`config.mk`:
```
export PLATFORM = sky130hd
export DESIGN_NAME = instruction_fetch_unit
export DESIGN_NICKNAME = d
export VERILOG_FILES = /design/src/rtl/mips_fetch_pkg.sv /design/src/rtl/fetch_queue.sv /design/src/rtl/instruction_fetch_unit.sv
export SDC_FILE = /design/constraint.sdc
export NUM_CORES = 1
export LEC_CHECK = 0
export ABC_AREA = 1
export CAP_MARGIN = 0
export CORE_MARGIN = 1
export CORE_UTILIZATION = 40
export CTS_CLUSTER_DIAMETER = 80
export CTS_CLUSTER_SIZE = 24
export DETAILED_ROUTE_END_ITERATION = 10
export PLACE_DENSITY_LB_ADDON = 0.1
export SLEW_MARGIN = 40
export SYNTH_ARGS = -nofsm -noshare
export SYNTH_HDL_FRONTEND = slang
export SYNTH_HIERARCHICAL = 1
export SYNTH_SLANG_ARGS = --single-unit
export TNS_END_PERCENT = 30
```
`constraint.sdc`:
```
create_clock -name clk -period 5.6 [get_ports clk]
set_clock_uncertainty 0.05 [all_clocks]
set_input_delay 1.4 -clock clk [delete_from_list [all_inputs] [get_ports clk]]
set_output_delay 1.4 -clock clk [all_outputs]
set_load 0.02 [all_outputs]
```
`src/rtl/mips_fetch_pkg.sv`:
```
// Shared types and constants for the instruction fetch path.
package mips_fetch_pkg;

    localparam int unsigned XLEN       = 32;
    localparam int unsigned WORD_BYTES = 4;

    localparam logic [XLEN-1:0] RESET_PC_DEFAULT = 32'h0040_0000;

    typedef enum logic [0:0] {
        FETCH = 1'b0,
        FAULT = 1'b1
    } fetch_state_e;

    typedef struct packed {
        logic [XLEN-1:0] instr;
        logic [XLEN-1:0] pc;
    } fetch_entry_t;

endpackage

```
`src/rtl/fetch_queue.sv`:
```
// Two-entry shift FIFO; the head register feeds decode directly and reads 0 when empty.
module fetch_queue
    import mips_fetch_pkg::*;
(
    input  logic         clk,
    input  logic         reset,
    input  logic         push,
    input  logic         pop,
    input  logic         flush,
    input  fetch_entry_t push_data,
    output logic [1:0]   count,
    output fetch_entry_t head
);

    fetch_entry_t head_q, head_d;
    fetch_entry_t tail_q, tail_d;
    logic [1:0]   count_q, count_d;
    logic         pop_ok_c;
    logic         push_ok_c;

    // tail is kept zero whenever count < 2 so a pop can always shift it into head
    always_comb begin
        head_d    = head_q;
        tail_d    = tail_q;
        count_d   = count_q;
        pop_ok_c  = pop && (count_q != 2'd0);
        push_ok_c = push && ((count_q != 2'd2) || pop_ok_c);
        if (flush) begin
            head_d  = '0;
            tail_d  = '0;
            count_d = 2'd0;
        end else begin
            case ({push_ok_c, pop_ok_c})
                2'b10: begin
                    if (count_q == 2'd0) head_d = push_data;
                    else                 tail_d = push_data;
                    count_d = count_q + 2'd1;
                end
                2'b01: begin
                    head_d  = tail_q;
                    tail_d  = '0;
                    count_d = count_q - 2'd1;
                end
                2'b11: begin
                    if (count_q == 2'd2) begin
                        head_d = tail_q;
                        tail_d = push_data;
                    end else begin
                        head_d = push_data;
                    end
                end
                default: ;
            endcase
        end
    end

    always_ff @(posedge clk) begin
        if (reset) begin
            head_q  <= '0;
            tail_q  <= '0;
            count_q <= 2'd0;
        end else begin
            head_q  <= head_d;
            tail_q  <= tail_d;
            count_q <= count_d;
        end
    end

    assign count = count_q;
    assign head  = head_q;

endmodule

```
`src/rtl/instruction_fetch_unit.sv`:
```
// Fetch PC sequencer: drives the ROM address, checks the fetch window and feeds decode through a 2-entry queue.
module instruction_fetch_unit
    import mips_fetch_pkg::*;
#(
    parameter int unsigned           DATA_WIDTH   = 32,
    parameter int unsigned           MEMORY_DEPTH = 2048,
    parameter logic [DATA_WIDTH-1:0] RESET_PC     = DATA_WIDTH'(RESET_PC_DEFAULT)
) (
    input  logic                  clk,
    input  logic                  reset,
    output logic [DATA_WIDTH-1:0] imem_address,
    input  logic [DATA_WIDTH-1:0] imem_instruction,
    input  logic                  redirect_valid,
    input  logic [DATA_WIDTH-1:0] redirect_pc,
    output logic                  inst_valid,
    input  logic                  inst_ready,
    output logic [DATA_WIDTH-1:0] inst,
    output logic [DATA_WIDTH-1:0] inst_pc,
    output logic                  fault
);

    localparam logic [DATA_WIDTH-1:0] WINDOW_BYTES = DATA_WIDTH'(WORD_BYTES * MEMORY_DEPTH);
    localparam logic [DATA_WIDTH-1:0] PC_STEP      = DATA_WIDTH'(WORD_BYTES);

    fetch_state_e          state_q, state_d;
    logic [DATA_WIDTH-1:0] fetch_pc_q, fetch_pc_d;
    logic [DATA_WIDTH-1:0] pc_offset_c;
    logic                  pc_bad_c;
    logic                  pop_c;
    logic                  push_c;
    logic                  push_allowed_c;
    logic [1:0]            q_count;
    fetch_entry_t          q_head;
    fetch_entry_t          q_push_data;

    // unsigned wrap makes PCs below the base land far outside the window
    assign pc_offset_c = fetch_pc_q - RESET_PC;
    assign pc_bad_c    = (fetch_pc_q[1:0] != 2'b00) || (pc_offset_c >= WINDOW_BYTES);

    assign pop_c          = inst_valid && inst_ready && !redirect_valid;
    assign push_allowed_c = (q_count != 2'd2) || pop_c;
    assign q_push_data    = '{instr: XLEN'(imem_instruction), pc: XLEN'(fetch_pc_q)};

    always_comb begin
        state_d    = state_q;
        fetch_pc_d = fetch_pc_q;
        push_c     = 1'b0;
        if (redirect_valid) begin
            state_d    = FETCH;
            fetch_pc_d = redirect_pc;
        end else if (state_q == FETCH) begin
            if (pc_bad_c) begin
                state_d = FAULT;
            end else if (push_allowed_c) begin
                push_c     = 1'b1;
                fetch_pc_d = fetch_pc_q + PC_STEP;
            end
        end
    end

    always_ff @(posedge clk) begin
        if (reset) begin
            state_q    <= FETCH;
            fetch_pc_q <= RESET_PC;
        end else begin
            state_q    <= state_d;
            fetch_pc_q <= fetch_pc_d;
        end
    end

    fetch_queue u_fetch_queue (
        .clk       (clk),
        .reset     (reset),
        .push      (push_c),
        .pop       (pop_c),
        .flush     (redirect_valid),
        .push_data (q_push_data),
        .count     (q_count),
        .head      (q_head)
    );

    assign imem_address = fetch_pc_q;
    assign inst_valid   = (q_count != 2'd0);
    assign inst         = DATA_WIDTH'(q_head.instr);
    assign inst_pc      = DATA_WIDTH'(q_head.pc);
    assign fault        = (state_q == FAULT);

endmodule

```
Word-level counts from Yosys, hierarchy flattened
Cells that the tools add are included.
{"block": "word_totals", "wordCells": 57, "ff_bits": 163, "output_inout_bits": 98}
{"block": "classes", "reduce_logical": 18, "n_addsub": 4, "order_cmp": 1, "eq_ne": 10, "muxes": 17}
{"cell": "one-hot mux 64 bit (3 select lines)", "count": 2}
{"cell": "2-to-1 mux 64 bit", "count": 4}
{"cell": "2-to-1 mux 32 bit", "count": 4}
{"cell": "adder 32 x 3 -> 32 bit, second input constant", "count": 1}
{"cell": "greater-or-equal comparator 32 x 14 -> 1 bit, second input constant", "count": 1}
{"cell": "subtractor 32 x 23 -> 32 bit, second input constant", "count": 1}
{"cell": "inequality test 2 bit, second input constant", "count": 4}
{"cell": "nonzero test 2 bit", "count": 4}
{"cell": "equality test 2 bit, second input constant", "count": 3}
{"cell": "2-to-1 mux 1 bit", "count": 6}
{"cell": "AND reduction 3 bit", "count": 2}
{"cell": "logical AND 1 bit", "count": 4}
{"cell": "inequality test 2 x 1 -> 1 bit, second input constant", "count": 2}
{"cell": "one-hot mux 2 bit (2 select lines)", "count": 1}
{"cell": "logical OR 1 bit", "count": 3}
{"cell": "nonzero test 3 bit", "count": 1}
{"cell": "adder 2 x 1 -> 2 bit, second input constant", "count": 1}
{"cell": "equality test 2 x 1 -> 1 bit, second input constant", "count": 1}
{"cell": "logical NOT 2 bit", "count": 1}
{"cell": "AND reduction 2 bit", "count": 1}
{"cell": "OR reduction 2 bit", "count": 1}
{"cell": "subtractor 2 x 1 -> 2 bit, second input constant", "count": 1}
{"cell": "logical NOT 1 bit", "count": 1}

Longest topological paths before layout
Gate-level depths: netlist of run 1.
{"block": "depth", "word_depth": 12, "mapped_depth": 14, "mapped_depth_nobuf": 11}

Cells and area by module
Netlist of run 1, hierarchy kept.
{"module": "fetch_queue", "area_each_um2": 7329.5, "seq_area_each_um2": 2602.5, "cells_per_inst": 1196, "n_inst": 1}
{"module": "instruction_fetch_unit", "area_each_um2": 1734.2, "seq_area_each_um2": 660.6, "cells_per_inst": 256, "n_inst": 1}

Worst setup path after synthesis of run 1
OpenSTA, ideal clock, no wires.
{"block": "synth_timing", "path_type": "input-to-reg", "start": "input redirect_valid", "end": "register u_fetch_queue/tail_q[43] in the netlist's numbering", "cell_stages": 13, "required_ps": 5440, "n_path_buf": 3, "t_arrival_ps": 2804, "slack_ps": 2636, "path_cell_list": "buf_6 > inv_8 > nand2_2 > nand3_2 > nand4_4 > nor2_4 > nand2_1 > nand3_2 > buf_2 > buf_2 > nand3b_1 > nand2_1 > nor2_1"}
{"block": "synth_between", "elab_chain_cells": 11}
{"element": "start, declared", "line": "instruction_fetch_unit.sv:13", "rtl": "input logic redirect_valid,"}
{"element": "logical NOT 1 bit", "line": "instruction_fetch_unit.sv:40", "rtl": "assign pop_c = inst_valid && inst_ready && !redirect_valid;"}
{"element": "logical AND 1 bit", "line": "instruction_fetch_unit.sv:40"}
{"element": "logical OR 1 bit", "line": "instruction_fetch_unit.sv:41", "rtl": "assign push_allowed_c = (q_count != 2'd2) || pop_c;"}
{"element": "2-to-1 mux 1 bit", "line": "instruction_fetch_unit.sv:54", "rtl": "end else if (push_allowed_c) begin"}
{"element": "2-to-1 mux 1 bit", "line": "instruction_fetch_unit.sv:52", "rtl": "if (pc_bad_c) begin"}
{"element": "2-to-1 mux 1 bit", "line": "instruction_fetch_unit.sv:51", "rtl": "end else if (state_q == FETCH) begin"}
{"element": "2-to-1 mux 1 bit (*)", "line": "instruction_fetch_unit.sv:48", "rtl": "if (redirect_valid) begin"}
{"element": "via push_c", "line": "instruction_fetch_unit.sv:30", "rtl": "logic push_c;"}
{"element": "logical AND 1 bit (*)", "line": "fetch_queue.sv:27", "rtl": "push_ok_c = push && ((count_q != 2'd2) || pop_ok_c);"}
{"element": "equality test 2 bit or equality test 2 x 1 -> 1 bit (tied branches)", "line": "fetch_queue.sv:33", "rtl": "case ({push_ok_c, pop_ok_c})"}
{"element": "inequality test 2 x 1 -> 1 bit (no source line), or another cell as far along"}
{"element": "AND reduction 3 bit (no source line)"}
{"element": "end signal, assigned", "line": "fetch_queue.sv:64", "rtl": "tail_q <= tail_d;"}
{"element": "end, declared", "line": "fetch_queue.sv:16", "rtl": "fetch_entry_t tail_q, tail_d;"}
Mark *: on every way through the listed nets, which the timed path passes. The rest lies on a longest branch.
A chain may end at the register's enable or synchronous reset.

Worst setup path in the final report of run 1
{"block": "layout_timing", "start": "input redirect_valid", "end": "register u_fetch_queue/tail_q[28] in the netlist's numbering"}
The elaborated chain is that of the path after synthesis.

==> impl_metrics.env, run 1 <==
export IMPL_outcome="complete, but fails checks"
export IMPL_failed_checks="design-rule violations"
export IMPL_dp_cells=1817
export IMPL_finalNonFillerCells=1849
export IMPL_synth_avg_cell_area_um2=6.24
export IMPL_utilization_pct=51.1
export IMPL_synthCells=1452
export IMPL_timing_fmax_mhz=238
export IMPL_cts_tree="built"
export IMPL_port_buffers=165
export IMPL_vdd_drop_max_mv=0.160
export IMPL_boundaryPins=166
export IMPL_hold_violations=0
export IMPL_synth_async_reset_ratio_pct=0
export IMPL_holdCritStartpoint="imem_address[25]$_SDFFE_PP0P_"
export IMPL_fp_dieH_um=153
export IMPL_yosys_cell_types_count=30
export IMPL_core_area_um2=22000
export IMPL_antenna_found_initial=0
export IMPL_drt_wl_total_um=24800
export IMPL_root_buffer="clkbuf_16"
export IMPL_crit_type="primary input to flip-flop"
export IMPL_vias=8681
export IMPL_grt_max_degree=90
export IMPL_hp_class="flip-flop to flip-flop"
export IMPL_cp_slowest_cell="clkdlybuf4s50_1"
export IMPL_maxSlewViolCount=0
export IMPL_areaGrowthSynthToFinish_pct=24.1
export IMPL_yosysMostFrequentCell="nand2_1"
export IMPL_clock_latency_ns=0.43
export IMPL_r2r_start="imem_address[22]$_SDFFE_PP1P_"
export IMPL_cts_made_buffers=17
export IMPL_ys_seq_area_share_pct=36.0
export IMPL_synth_top_area_share_pct=36.0
export IMPL_die_area_um2=23300
export IMPL_finalCriticalPeriod_ns=4.20
export IMPL_antennaDiodeCount=0
export IMPL_htreeDepth=4
export IMPL_cts_sinks=163
export IMPL_synthFlopType="dfxtp_1"
export IMPL_synth_nets=1522
export IMPL_end_kind="flip-flop"
export IMPL_required_ns=5.92
export IMPL_worst_pin_slew_ns=0.834
export IMPL_critical_path_arrival_ns=4.52
export IMPL_dr_pass1_iters=10
export IMPL_drt_iter0_drc=624
export IMPL_worstPathMaxFanout=46
export IMPL_critPathMaxStageDelay_ns=0.51
export IMPL_layout_drive_gt1_share_pct=4.33
export IMPL_timing_final_crit_share_pct=74.9
export IMPL_initial_core_util_pct=41.1
export IMPL_syn_area_um2=9060
export IMPL_max_cap_violations=0
export IMPL_num_rows=54
export IMPL_ctsHoldBuffers=0
export IMPL_cts_setup_buffers=0
export IMPL_ys_warn_count=6
export IMPL_setup_viol=0
export IMPL_drc=9
export IMPL_hpwl_um=14900
export IMPL_grt_pass1_wl_um=41300
export IMPL_grt_util_all_layers_pct=21.7
export IMPL_fin_tns_setup_ns=0
export IMPL_overflow=0
export IMPL_power_density_nw_per_um2=232
export IMPL_finalNetCount=1626
export IMPL_rsz0062_at_grt="false"
export IMPL_yosysTopAreaCell="dfxtp_1"
export IMPL_finalWeightedCongestion=0.787
export IMPL_synth_edff_count=0
export IMPL_p_leak_uw=0.00621
export IMPL_startpoint="redirect_valid"
export IMPL_synth_seq_cells=163
export IMPL_grt_pass1_vias=7929
export IMPL_clockBufferDepth=2
export IMPL_slew_limit_headroom_pct=44.4
export IMPL_die_w_um=153
export IMPL_cts_clk_slew_worst_paths_ns=0.07
export IMPL_wl_per_cell_um=13.4
export IMPL_worstSetupStartpointType="primary input"
export IMPL_synthTopCellsByCount="nand2_1 (440), inv_1 (259), nand3_1 (227)"
export IMPL_ant_nets=0
export IMPL_n_fill_cell=2234
export IMPL_worstPathCellList="clkdlybuf4s50_1 > inv_8 > nand2_2 > nand3_2 > nand4_4 > nor2_4 > inv_1 > nand3_2 > buf_4 > nand2_1 > nand2_1 > inv_1 > nor2_1"
export IMPL_via_per_inst=4.69
export IMPL_synthTopCellsByArea="dfxtp_1 (36%), nand2_1 (18%), nand3_1 (13%)"
export IMPL_cts_resized=0
-- layout by cell type, fill, tap and decap left out, types with 3 or more instances in the layout --
master           netlist  layout
nand4_1                3       3
inv_2                  3       3
clkinv_1              18      18
dfxtp_1              163     163
nor2_1               114     113
clkbuf_16              0      17
nand3b_1              64      64
clkinv_2               0       3
a21oi_1               20      20
buf_4                 18      10
xor2_1                 5       5
nand3_1              227     225
nor2_4                 2       3
nand2_1              440     438
o21ai_0               16      16
nor2_2                 3       3
clkdlybuf4s50_1        0     165
inv_1                259     259
nand2_2                5       7
o21bai_1               5       5
buf_12                 0       3
inv_6                  0       5
a31oi_1                3       3
-- metrics by stage --
stage | worst slack, ns | instance area (um2) | total power, uW | hold WS (ns)
floorplan | 2.64 | 9060 | 1340 | 0.454
global placement | 1.05 | 10700 | 1460 | 0.488
detailed placement | 0.952 | 10700 | 1460 | 0.488
CTS | 1.40 | 11200 | 2650 | 0.500
global route | 1.11 | 11200 | 2720 | 0.530
finish | 1.40 | 11200 | 2610 | 0.505
-- cell type report --
| cell class | count | area, um2 | area share, % |
|---|---|---|---|
| Tap cell | 280 | 350 | 3.11 |
| Timing Repair Buffer | 178 | 1790 | 15.9 |
| Multi-Input combinational cell | 915 | 4200 | 37.3 |
| Clock buffer | 18 | 439 | 3.90 |
| Sequential cell | 163 | 3260 | 29.0 |
| Inverter | 281 | 1060 | 9.44 |
| Clock inverter | 14 | 151 | 1.35 |
-- power breakdown --
part / internal, uW / switching, uW / leakage (uW)
registers: 1180 / 32.3 / 0.00132
logic: 105 / 115 / 0.00460
clock network: 675 / 511 / 0.000288
total: 1960 / 658 / 0.00621
-- cell families (layout without fill, tap and decap cells) --
group	count (synthesis)	in the layout	share of synthesized area, %
and+or+nand+nor	863	863	42.4
DFF	163	163	36.0
buffers and inverters	374	491	18.1
adders and majority gates	2	2	0.276
xor gates and xnor gates	5	5	0.483
AOI/OAI and AO/OA	45	45	2.69
-- final timing paths --
check / endpoint / slack (ns) / cells past startpoint
worst max register to register: u_fetch_queue/tail_q[28]$_SDFFE_PP0P_ / 2.53 / 11
worst max-delay path: u_fetch_queue/tail_q[28]$_SDFFE_PP0P_ / 1.40 / 13
worst min-delay path: imem_address[25]$_SDFFE_PP0P_ / 0.50 / 2
worst min register to register: imem_address[25]$_SDFFE_PP0P_ / 0.50 / 2
-- metal layers --
| metal | track usage [%] | share of wire (%) | vias up |
|---|---|---|---|
| li1 | - | - | 4575 |
| met1 | 30.7 | 49 | 3868 |
| met2 | 34.1 | 45 | 222 |
| met3 | 3.87 | 5.3 | 16 |
| met4 | 5.44 | 0.86 | 0 |
| met5 | 0 | 0 | - |
-- worst max-delay path: cells and delay by family --
kind / cells / cell delay [ns]
and+or+nand+nor: 8 / 1.64
buffers and inverters: 5 / 1.43
-- flip-flops by register name, summed over array words and instances (netlist names) --
register              cells
fault                     1
imem_address             32
u_fetch_queue/count       2
u_fetch_queue/head       64
u_fetch_queue/tail_q     64
(Power assumes the default switching activity.)
==> run 2, diff against run 1 <==
- clock period: 5.6 -> 3.6 ns (I/O delays scaled with it)
==> run 2 against run 1 <==
Compared with the run above:
- the flow still finishes with violations (design-rule violations)
- combinational power up 60%
- sequential share of layout area fell by 0.58 points
- via count up 1.2%
- global-route usage down 0.090 points
- first-iteration DRC count decreased by 15%
- hold slack worse by 0.0080 ns
- worst setup slack worse by 0.64 ns
- sequential power grew 55%
- clock power grew 65%
- power increased by 60%
==> impl_metrics.env, run 2 (synthesis results as in run 1) <==
export IMPL_outcome="complete, but fails checks"
export IMPL_failed_checks="design-rule violations"
export IMPL_end_kind="primary output"
export IMPL_drt_wl_total_um=24900
export IMPL_grt_max_degree=66
export IMPL_htreeDepth=4
export IMPL_cts_tree="built"
export IMPL_finalNetCount=1640
export IMPL_ctsHoldBuffers=0
export IMPL_worstPathMaxFanout=6
export IMPL_hpwl_um=15400
export IMPL_crit_type="flip-flop to primary output"
export IMPL_wl_per_cell_um=13.4
export IMPL_fp_dieH_um=153
export IMPL_grt_util_all_layers_pct=21.6
export IMPL_setup_ws_ns=0.765
export IMPL_fin_tns_setup_ns=0
export IMPL_cts_resized=0
export IMPL_ant_nets=0
export IMPL_overflow=0
export IMPL_timing_fmax_mhz=353
export IMPL_p_leak_uw=0.00632
export IMPL_setup_viol=0
export IMPL_initial_core_util_pct=41.1
export IMPL_grt_pass1_vias=8004
export IMPL_worst_path_buf_inv=2
export IMPL_cts_made_buffers=17
export IMPL_root_buffer="clkbuf_16"
export IMPL_hold_violations=0
export IMPL_critical_path_arrival_ns=1.88
export IMPL_grt_pass1_wl_um=41100
export IMPL_cts_clk_slew_worst_paths_ns=0.07
export IMPL_power_density_nw_per_um2=365
export IMPL_max_cap_violations=0
export IMPL_num_rows=54
export IMPL_timing_final_crit_share_pct=78.7
export IMPL_final_cell_mix="nand2_1 (438), inv_1 (259), nand3_1 (225)"
export IMPL_via_per_inst=4.71
export IMPL_place_area_um2=10900
export IMPL_pre_cts_ws_ns=0.548
export IMPL_cp_slowest_cell="clkdlybuf4s50_1"
export IMPL_areaGrowthSynthToFinish_pct=26.6
export IMPL_required_ns=2.65
export IMPL_rsz0062_at_grt="false"
export IMPL_boundaryPins=166
export IMPL_final_cell_area_um2=11500
export IMPL_clock_latency_ns=0.43
export IMPL_layout_drive_gt1_share_pct=5.05
export IMPL_worstSetupStartpointType="flip-flop"
export IMPL_antennaDiodeCount=0
export IMPL_maxSlewViolCount=0
export IMPL_mostFrequentLayoutCell="nand2_1"
export IMPL_die_area_um2=23300
export IMPL_drt_iter0_drc=531
export IMPL_port_buffers=165
export IMPL_dr_pass1_iters=10
export IMPL_vias=8781
export IMPL_drc=8
export IMPL_critPathMaxStageDelay_ns=0.64
export IMPL_hp_class="flip-flop to flip-flop"
export IMPL_finalCriticalPeriod_ns=2.83
export IMPL_slew_limit_headroom_pct=64.2
export IMPL_cts_sinks=163
export IMPL_clockBufferDepth=2
export IMPL_worstPathCellList="inv_1 > nand2_1 > clkdlybuf4s50_1"
export IMPL_worst_pin_slew_ns=0.537
export IMPL_cts_setup_buffers=0
export IMPL_core_area_um2=22000
export IMPL_die_w_um=153
export IMPL_finalWeightedCongestion=0.799
export IMPL_vdd_drop_max_mv=0.263
export IMPL_antenna_found_initial=0
export IMPL_path_delay_family="buffers and inverters"
export IMPL_regToRegSetupSlack_ns=1.37
==> run 2: cell types whose count changed in the layout (fill, tap and decap cells not counted), sizes merged <==
| cell | before | now |
|---|---|---|
| buf | 13 | 27 |
| inv | 268 | 263 |
| bufinv | 2 | 4 |
| clkbuf | 18 | 20 |
| clkinv | 23 | 25 |
| clkinvlp | 2 | 1 |
==> run 2: power by group <==
group          switching [uW]  total [uW]  internal [uW]
clock                     773        1960           1180
combinational             181         353            172
sequential               50.8        1880           1830
total                    1000        4190           3190
==> run 2: worst reg2reg max path, stage by stage (launching register included) <==
cell and delay [ns]:
dfxtp_1 0.51, nand2_1 0.11, nor2_2 0.18, nand4_4 0.13, nor2_4 0.28, nand2_2 0.14, nand3_4 0.17, buf_4 0.30
nand2_1 0.11, nand3_1 0.09, nand2_1 0.05, inv_1 0.04
==> run 2: per-stage QoR <==
stage	utilization [%]	total power [uW]	cells	hold WS (ns)
6_report	52.1	4190	1863	0.497
2_1_floorplan	-	2090	1452	0.454
4_1_cts	52.1	4230	1863	0.500
3_3_place_gp	49.3	2270	1831	0.485
5_1_grt	52.1	4340	1863	0.527
3_5_place_dp	49.3	2270	1831	0.486
==> run 2: final cells by class <==
| cell class | count | area, um2 |
|---|---|---|
| flip-flops and latches | 163 | 3260 |
| fillers | 2254 | 10500 |
| clock buffers | 20 | 447 |
| clock inverters | 12 | 181 |
| inverters | 281 | 1060 |
| multi-input cells | 915 | 4200 |
| repair buffers | 192 | 1980 |
| well taps | 280 | 350 |
==> run 2: worst paths after layout <==
| kind | cells past startpoint | startpoint | to |
|---|---|---|---|
| worst max register to register | 11 | imem_address[22]$_SDFFE_PP1P_ | u_fetch_queue/head[21]$_SDFFE_PP0P_ |
| worst min-delay path | 2 | imem_address[21]$_SDFFE_PP0P_ | imem_address[21]$_SDFFE_PP0P_ |
| worst max-delay path | 3 | u_fetch_queue/count[0]$_SDFFE_PP0P_ | inst_valid |
| worst min register to register | 2 | imem_address[21]$_SDFFE_PP0P_ | imem_address[21]$_SDFFE_PP0P_ |
==> run 2: per-layer routing <==
layer / GRT usage [%] / vias up / share of wire [%]
li1: - / 4615 / -
met1: 29.6 / 3915 / 49
met2: 35.4 / 235 / 45
met3: 3.44 / 16 / 5.0
met4: 5.34 / 0 / 0.87
met5: 0 / - / 0
